<file path="config.mk">
export PLATFORM = sky130hd
export DESIGN_NAME = seg14_scroll_driver
export DESIGN_NICKNAME = d
export VERILOG_FILES = /design/src/rtl/seg14_scroll_driver.sv
export SDC_FILE = /design/constraint.sdc
export NUM_CORES = 1
export LEC_CHECK = 0
export ABC_AREA = 1
export BUFFER_PORTS_ARGS = -buffer_cell sky130_fd_sc_hd__buf_2
export CAP_MARGIN = 15
export CORE_MARGIN = 1
export CORE_UTILIZATION = 25
export CTS_CLUSTER_DIAMETER = 50
export DETAILED_ROUTE_END_ITERATION = 12
export PLACE_DENSITY = 0.41
export SLEW_MARGIN = 5
export SYNTH_ARGS = -nofsm -noshare
export SYNTH_HDL_FRONTEND = slang
export SYNTH_SLANG_ARGS = --single-unit
export TNS_END_PERCENT = 50
</file>
<file path="constraint.sdc">
create_clock -name clk -period 10.69 [get_ports clk]
set_input_delay 0.5345 -clock clk [delete_from_list [all_inputs] [get_ports clk]]
set_output_delay 0.5345 -clock clk [all_outputs]
set_load 0.05 [all_outputs]
</file>
<file path="src/rtl/seg14_scroll_driver.sv">
// Multiplexed 14-segment display driver with a writable 6-bit character buffer,
// programmable scan rate and optional scrolling of messages longer than the display.
module seg14_scroll_driver #(
    parameter int unsigned NUM_DIGITS = 12,
    parameter int unsigned MSG_DEPTH  = 32,
    parameter int unsigned PRESC_W    = 16,
    parameter bit          SEL_INVERT = 1'b0,
    localparam int unsigned AW = $clog2(MSG_DEPTH),
    localparam int unsigned LW = $clog2(MSG_DEPTH + 1)
) (
    input  logic                  clk,
    input  logic                  rst,
    input  logic                  wr_en,
    input  logic [AW-1:0]         wr_addr,
    input  logic [5:0]            wr_char,
    input  logic [LW-1:0]         msg_len,
    input  logic [PRESC_W-1:0]    scan_div,
    input  logic                  scroll_en,
    input  logic [7:0]            scroll_div,
    input  logic                  blank,
    output logic [NUM_DIGITS-1:0] sel,
    output logic [13:0]           segm,
    output logic                  frame_start
);

    localparam int unsigned DW = $clog2(NUM_DIGITS);
    localparam logic [DW-1:0] LAST_DIG = DW'(NUM_DIGITS - 1);
    localparam logic [LW-1:0] DEPTH_L = LW'(MSG_DEPTH);
    localparam logic [NUM_DIGITS-1:0] SEL_OFF = {NUM_DIGITS{SEL_INVERT}};

    logic [PRESC_W-1:0]    presc_q;
    logic [DW-1:0]         dig_q, dig_n;
    logic [AW-1:0]         rd_ptr_q, rd_ptr_n;
    logic [AW-1:0]         offset_q, offset_n, offset_base;
    logic [7:0]            frame_cnt_q, frame_cnt_n;
    logic [LW-1:0]         len_q, len_in, len_eff;
    logic                  scroll_q, scroll_eff;
    logic                  tick, fstart, show_space;
    logic [5:0]            char_rd;
    logic [NUM_DIGITS-1:0] sel_n;
    logic [5:0]            msg_q [MSG_DEPTH];

    // Character code to segment pattern, bit order a b c d e f g1 g2 h i j k l m.
    function automatic logic [13:0] glyph(input logic [5:0] code);
        logic [13:0] g;
        g = 14'b0;
        case (code)
            6'd1:  g = 14'b11101111000000; // A
            6'd2:  g = 14'b11110001010010; // B
            6'd3:  g = 14'b10011100000000; // C
            6'd4:  g = 14'b11110000010010; // D
            6'd5:  g = 14'b10011110000000; // E
            6'd6:  g = 14'b10001110000000; // F
            6'd7:  g = 14'b10111101000000; // G
            6'd8:  g = 14'b01101111000000; // H
            6'd9:  g = 14'b10010000010010; // I
            6'd10: g = 14'b01111000000000; // J
            6'd11: g = 14'b00001110001100; // K
            6'd12: g = 14'b00011100000000; // L
            6'd13: g = 14'b01101100101000; // M
            6'd14: g = 14'b01101100100100; // N
            6'd15: g = 14'b11111100000000; // O
            6'd16: g = 14'b11001111000000; // P
            6'd17: g = 14'b11111100000100; // Q
            6'd18: g = 14'b11001111000100; // R
            6'd19: g = 14'b10110111000000; // S
            6'd20: g = 14'b10000000010010; // T
            6'd21: g = 14'b01111100000000; // U
            6'd22: g = 14'b00001100001001; // V
            6'd23: g = 14'b01101100000101; // W
            6'd24: g = 14'b00000000101101; // X
            6'd25: g = 14'b00000000101010; // Y
            6'd26: g = 14'b10010000001001; // Z
            6'd27: g = 14'b11111100001001; // 0
            6'd28: g = 14'b01100000001000; // 1
            6'd29: g = 14'b11011011000000; // 2
            6'd30: g = 14'b11110001000000; // 3
            6'd31: g = 14'b01100111000000; // 4
            6'd32: g = 14'b10110111000000; // 5
            6'd33: g = 14'b10111111000000; // 6
            6'd34: g = 14'b11100000000000; // 7
            6'd35: g = 14'b11111111000000; // 8
            6'd36: g = 14'b11110111000000; // 9
            default: g = 14'b0;
        endcase
        return g;
    endfunction

    // Scan sequencing, scroll offset and read-pointer next state.
    always_comb begin
        tick        = (presc_q >= scan_div);
        fstart      = tick && (dig_q == LAST_DIG);
        dig_n       = (dig_q == LAST_DIG) ? '0 : dig_q + DW'(1);
        len_in      = (msg_len > DEPTH_L) ? DEPTH_L : msg_len;
        len_eff     = fstart ? len_in : len_q;
        scroll_eff  = fstart ? scroll_en : scroll_q;
        offset_base = (LW'(offset_q) >= len_in) ? '0 : offset_q;
        offset_n    = offset_q;
        frame_cnt_n = frame_cnt_q;
        if (fstart) begin
            if (!scroll_en || len_in == '0) begin
                offset_n    = '0;
                frame_cnt_n = '0;
            end else if (scroll_q) begin
                // Count only frames already shown in scroll mode.
                if (frame_cnt_q >= scroll_div) begin
                    frame_cnt_n = '0;
                    offset_n    = (LW'(offset_base) + LW'(1) >= len_in) ? '0 : offset_base + AW'(1);
                end else begin
                    frame_cnt_n = frame_cnt_q + 8'd1;
                    offset_n    = offset_base;
                end
            end else begin
                frame_cnt_n = '0;
                offset_n    = offset_base;
            end
        end
        if (fstart) begin
            rd_ptr_n = offset_n;
        end else begin
            rd_ptr_n = (LW'(rd_ptr_q) + LW'(1) >= len_q) ? '0 : rd_ptr_q + AW'(1);
        end
        show_space = (len_eff == '0) || (!scroll_eff && (LW'(dig_n) >= len_eff));
        char_rd    = msg_q[rd_ptr_n];
        sel_n      = (NUM_DIGITS'(1) << dig_n) ^ SEL_OFF;
    end

    always_ff @(posedge clk or posedge rst) begin
        if (rst) begin
            presc_q     <= '0;
            dig_q       <= LAST_DIG;
            rd_ptr_q    <= '0;
            offset_q    <= '0;
            frame_cnt_q <= '0;
            len_q       <= '0;
            scroll_q    <= 1'b0;
            sel         <= SEL_OFF;
            segm        <= '0;
            frame_start <= 1'b0;
            for (int i = 0; i < int'(MSG_DEPTH); i++) begin
                msg_q[i] <= '0;
            end
        end else begin
            presc_q     <= tick ? '0 : presc_q + PRESC_W'(1);
            frame_start <= fstart;
            if (tick) begin
                dig_q    <= dig_n;
                rd_ptr_q <= rd_ptr_n;
                if (blank) begin
                    sel  <= SEL_OFF;
                    segm <= '0;
                end else begin
                    sel  <= sel_n;
                    segm <= show_space ? 14'b0 : glyph(char_rd);
                end
            end
            if (fstart) begin
                len_q       <= len_in;
                scroll_q    <= scroll_en;
                offset_q    <= offset_n;
                frame_cnt_q <= frame_cnt_n;
            end
            // Write port is independent of scanning; reads on this edge see the old data.
            if (wr_en && (LW'(wr_addr) < DEPTH_L)) begin
                msg_q[wr_addr] <= wr_char;
            end
        end
    end

endmodule

</file>
; Word-level counts from Yosys, hierarchy flattened
; Memory sizes are Yosys's and may differ from the RTL's.
; Cells that the tools add are included.
[op_classes]
n_addsub = 7
muxes = 24
order_cmp = 10
eq_ne = 1
n_bitwise = 2
shift = 1
n_reduce_logical = 9
[ops]
columns = operator, n
row1 = bitwise mux 192 bit, 1
row2 = 2-to-1 mux 5 bit, 7
row3 = binary-select mux 6 bit (select 5 bit), 1
row4 = demux 6 bit (select 5 bit), 1
row5 = 2-to-1 mux 6 bit, 5
row6 = 2-to-1 mux 14 bit, 2
row7 = 2-to-1 mux 8 bit, 3
row8 = adder 16 x 1 -> 16 bit (second input constant), 1
row9 = greater-or-equal comparator 16 bit, 1
row10 = 2-to-1 mux 16 bit, 1
row11 = adder 5 x 1 -> 6 bit (second input constant), 2
row12 = greater-or-equal comparator 6 bit, 2
row13 = greater-or-equal comparator 6 bit (second input constant), 2
row14 = zero test 6 bit, 2
row15 = 2-to-1 mux 12 bit, 1
row16 = inverter 5 -> 6 bit, 2
row17 = left shift 1 x 4 -> 12 bit (first input constant), 1
row18 = adder 5 x 1 -> 5 bit (second input constant), 2
row19 = adder 8 x 1 -> 8 bit (second input constant), 1
row20 = greater-or-equal comparator 8 bit, 1
row21 = greater-or-equal comparator 4 x 6 -> 1 bit, 1
row22 = greater-or-equal comparator 5 x 6 -> 1 bit, 1
row23 = greater-than comparator 6 bit (second input constant), 1
row24 = less-than comparator 6 x 1 -> 1 bit (second input constant), 1
row25 = other kinds (7), 11
[word_totals]
wordCells = 97
rom_bits = 896
reg_bits = 264
mem_count = 1
output_inout_bits = 27
[mem_list]
columns = name, words, word_bits, read_ports, rd_ports_with_merged_regs, write_ports, line_no
row1 = (name not given), 64, 14, 1, 0, 0, 47  ; case (code)

; Longest topological paths before layout
; An unclocked memory read counts as a cell.
[logic_depth]
word_depth = 18
ltp_mapped = 46
mapped_depth_nobuf = 44

; Least setup slack after synthesis
; Ideal clock, no wire load.
[synth_path]
path_kind = input to register
startpoint = input msg_len[2]
endpoint = register segm[10]
path_slack_ns = 5.534
arrival_time_ns = 5.038
cell_stages = 42
path_buffers = 2
cell_sequence = or2_1 > nor4_4 > o21ai_0 > ha_1 > nand2_1 > nor2_1 > nand2_1 > nand2_2 > nor2_2 > ha_1 > nand3_1 > xor2_1 > ha_1 > nand2_1 > inv_1 > nand2_1 > nand2_1 > a21oi_2 > (+6 left out) > buf_4 > nand2_1 > nand3_1 > nand3_1 > nand3_1 > nand2_1 > nand2_1 > nand2_2 > inv_1 > ha_1 > inv_1 > nand2_1 > nand3_1 > nand2_1 > nand2_1 > nand3_1 > nand2_1 > nand2_1
[synth_via]
elab_chain_cells = 18
[synth_rtl]
columns = element, line_no
row1 = "start, declared", 16  ; input logic [LW-1:0] msg_len,
row2 = greater-than comparator 6 bit, 94  ; len_in = (msg_len > DEPTH_L) ? DEPTH_L : msg_len;
row3 = 2-to-1 mux 6 bit *, 94
row4 = greater-or-equal comparator 5 x 6 -> 1 bit, 97  ; offset_base = (LW'(offset_q) >= len_in) ? '0 : offset_q;
row5 = 2-to-1 mux 5 bit, 97
row6 = adder 5 x 1 -> 6 bit, 108  ; offset_n = (LW'(offset_base) + LW'(1) >= len_in) ? '0 : offset_base + AW'(1);
row7 = greater-or-equal comparator 6 bit, 108
row8 = 2-to-1 mux 5 bit, 108
row9 = 2-to-1 mux 5 bit, 106  ; if (frame_cnt_q >= scroll_div) begin
row10 = 2-to-1 mux 5 bit, 104  ; end else if (scroll_q) begin
row11 = 2-to-1 mux 5 bit, 101  ; if (!scroll_en || len_in == '0) begin
row12 = 2-to-1 mux 5 bit, 118  ; if (fstart) begin
row13 = inverter 5 -> 6 bit (implied by the code), 124  ; char_rd = msg_q[rd_ptr_n];
row14 = binary-select mux 6 bit (select 5 bit), 124
row15 = 2-to-1 mux 6 bit (implied by the code) (2 in a row), 124
row16 = memory read (64 x 14 bit), --
row17 = 2-to-1 mux 14 bit *, 154  ; segm <= show_space ? 14'b0 : glyph(char_rd);
row18 = 2-to-1 mux 14 bit *, 149  ; if (blank) begin
row19 = "end signal, assigned", 154
row20 = "end, declared", 22  ; output logic [13:0] segm,
; Every way passes the cells marked *; elsewhere a longest branch is shown, timed or not. The select of a mux whose other input is x is not followed.
; A chain may end at the register's enable or synchronous reset.

; Final worst setup path
[layout_path]
startpoint = input msg_len[3]
endpoint = register segm[6]
; Same word-level chain as after synthesis.

==> results.json <==
{
  "run_status": "finished, final reports clean",
  "finalWorstSetupSlack_ps": 3700,
  "cts_hold_buf": 0,
  "synth_top_cell_area_share_pct": 44.8,
  "placed_area_sq_mm": 0.0154,
  "reg2reg_slack_ps": 3870,
  "area_of_combinational_cells_with_multiple_inputs_sq_mm": 0.00678,
  "clk_buf_depth": 3,
  "finalHoldViolCount": 0,
  "mappedNetlistNets": 1980,
  "slew_headroom_pct": 29.8,
  "die_width_um": 244,
  "vdd.ir_drop.worst_v": 0.000181,
  "critPathLaunchType": "primary input",
  "postCtsSetupRepairBufs": 0,
  "postSynthRegisterBits": 264,
  "iteration_0_drc_count_of_the_detailed_router": 714,
  "routed_wire_length_per_instance_um": 16.6,
  "synth.avg_cell_area_sq_um": 7.79,
  "finalPower_mw": 6.27,
  "worstSetupPathType": "primary input to flip-flop",
  "worst-endpoint-required_ps": 11160,
  "cts_made_buffers": 42,
  "clock_tree.htree_level_count": 2,
  "layout.cells.most_common": "nand2_1",
  "yosys_warnings": 0,
  "grt_antenna_before_repair": 0,
  "pre_cts_slack_ps": 3150,
  "cp_data_arrival_time_ps": 7460,
  "synth_cell_type_count": 47,
  "die_area_sq_mm": 0.0593,
  "finalNetCount": 2000,
  "drc_viols": 0,
  "fin_util_pct": 29.3,
  "leakage_nw": 8.14,
  "worst_setup_hold_path_clk_slew_ps": 50,
  "power_density_mw_per_mm2": 370,
  "drt_pass1_iterations": 5,
  "worst_clock_skew_ps": 24.4,
  "netlist_area_sq_mm": 0.0146,
  "gr-usage-all-layers_pct": 15.2,
  "synth_seq_area_share_pct": 45.3,
  "numClockSinks": 264,
  "post-route-period-util_pct": 65.4,
  "final_max_slew_viol_count": 0,
  "grt_setup_unrepaired": "no",
  "die_h_um": 244,
  "grt_pass1_vias": 12300,
  "antenna_cells": 0,
  "cp-end-kind": "flip-flop",
  "cap_violations": 0,
  "use_met2_pct": 24.4,
  "grt.met1_usage_pct": 20.7,
  "vias_per_cell": 4.60,
  "dp.final_hpwl_um": 28500,
  "critical_path_peak_fanout": 68,
  "effective_utilization_at_floorplan_pct": 25.3,
  "timing.final.setup_violations": 0,
  "buffers_added_on_ports": 72,
  "busiest_metal_layer_after_global_routing": "met2",
  "core.rowCount": 88,
  "overflow": 0,
  "core_area_sq_mm": 0.0577,
  "cts_repair_resize_count": 0,
  "finalWorstPathRequiredPeriod_ps": 6990,
  "critPathBufInv": 5,
  "slowest_cell_on_the_critical_path": "nand2_4",
  "post-route-cell-area_sq_mm": 0.0169,
  "timing_worst_slew_pin_value_ps": 1050,
  "antenna_left": 0,
  "yosys-top-cells-area": "dfrtp_1, nand2_1, o21ai_0",
  "finalWirelength_um": 44600,
  "area.sequential_sq_mm": 0.00661,
  "tritoncts": "done",
  "cts_root_buf": "clkbuf_16",
  "cell_type_with_the_highest_aggregate_area_in_the_netlist": "dfrtp_1",
  "syn_to_final_growth_pct": 16.0,
  "grt_util_met3_pct": 2.75,
  "nFillCells": 6315,
  "worst_path_dominant_cell_family": "simple AND/OR/NAND/NOR gates",
  "ioPinCount": 73,
  "clk-insertion-delay-late_ps": 560,
  "drive_gt1_share_pct": 11.8,
  "first_pass_grt_wire_length_um": 71300,
  "via_count": 12400,
  "max_freq_mhz": 143,
  "top_library_cells_by_usage_in_the_layout_fill_and_taps_aside": "nand2_1, dfrtp_1, o21ai_0",
  "hold_path_class": "primary input to async pin",
  "critical_path.max_stage_delay_ps": 640,
  "routability_driven_placement_congestion_ratio": 0.854,
  "netlist_instances": 1873,
  "worst_path_most_repeated_cell": "nand2_1",
  "grt_max_degree": 122,
  "setup_tns_ps": 0
}
[worst register-to-register path, delay by kind of cell, from the launching register on]
family	cells	cell delay [ps]
buf+inv	6	1600
compound gates	3	470
fa+ha+maj	3	770
xor+xnor	1	200
flops	1	460
simple gates	24	3240
[layer usage]
layer,vias up,wire length [um]
li1,6203,-
met1,5917,21500
met2,189,20300
met3,63,1820
met4,0,1010
met5,-,0
[flip-flops by register name, summed over array words and instances, names as in the netlist]
signal and cells:
len_q 6, offset_q 5, rd_ptr_q 5, segm 14
presc_q 16, sel 12, frame_start 1, frame_cnt_q 8
dig_q 4, msg_q 192, scroll_q 1
[Yosys cell counts (all sizes together)]
cell	instances
or2	9
nor3b	4
clkbuf	61
and2	1
a21o	1
o21bai	2
clkinv	2
a21oi	37
nand3b	3
dfrtp	261
nor4	4
buf	48
dfstp	3
nor2	72
nand3	240
o211ai	29
o31ai	9
inv	164
ha	61
nor3	22
o22ai	2
nand4	9
a21boi	2
o21ai	250
a31oi	2
nand2	558
o21a	12
xor2	5
[worst paths after layout]
check                      depth (start not counted)   startpoint              to
hold reg to reg                                    2      segm[8]         segm[8]
setup reg to reg                                  37  offset_q[0]         segm[6]
setup / recovery                                  38   msg_len[3]         segm[6]
min in group clk                                   3   wr_char[3]       msg_q[51]
max in group asynchronous                          3          rst      msg_q[180]
hold / removal                                     2          rst  frame_cnt_q[1]
[final cells by class]
class | count | area share, %
multi-input cells | 1334 | 40.1
inverters | 166 | 3.74
clock buffers | 54 | 7.08
clock inverters | 22 | 1.67
flip-flops and latches | 264 | 39.1
repair buffers | 85 | 2.71
well taps | 765 | 5.66
[report_power, final]
group	leakage (nW)	switching [mW]	total, mW	internal, mW
Combinational	4.03	2.45	3.45	1.00
Clock	0.722	0.524	1.44	0.918
Sequential	3.39	0.152	1.38	1.23
Total	8.14	3.12	6.27	3.14
[metrics by stage]
stage          hold WS (ps)  std cells
2_1_floorplan           444       1873
3_3_place_gp            458       2614
3_5_place_dp            466       2614
4_1_cts                 180       2690
5_1_grt                 202       2690
6_report                159       2690
[kinds of logic (layout without fill, tap and decap cells)]
kind of cell / count (synthesis) / after routing / share of synthesized area, %
simple gates: 922 / 922 / 27.6
compound gates: 346 / 346 / 13.2
buf+inv: 275 / 327 / 8.30
flops: 264 / 264 / 45.3
fa+ha+maj: 61 / 61 / 5.23
xor+xnor: 5 / 5 / 0.300
Note: power is estimated with default switching activity, not from simulation.
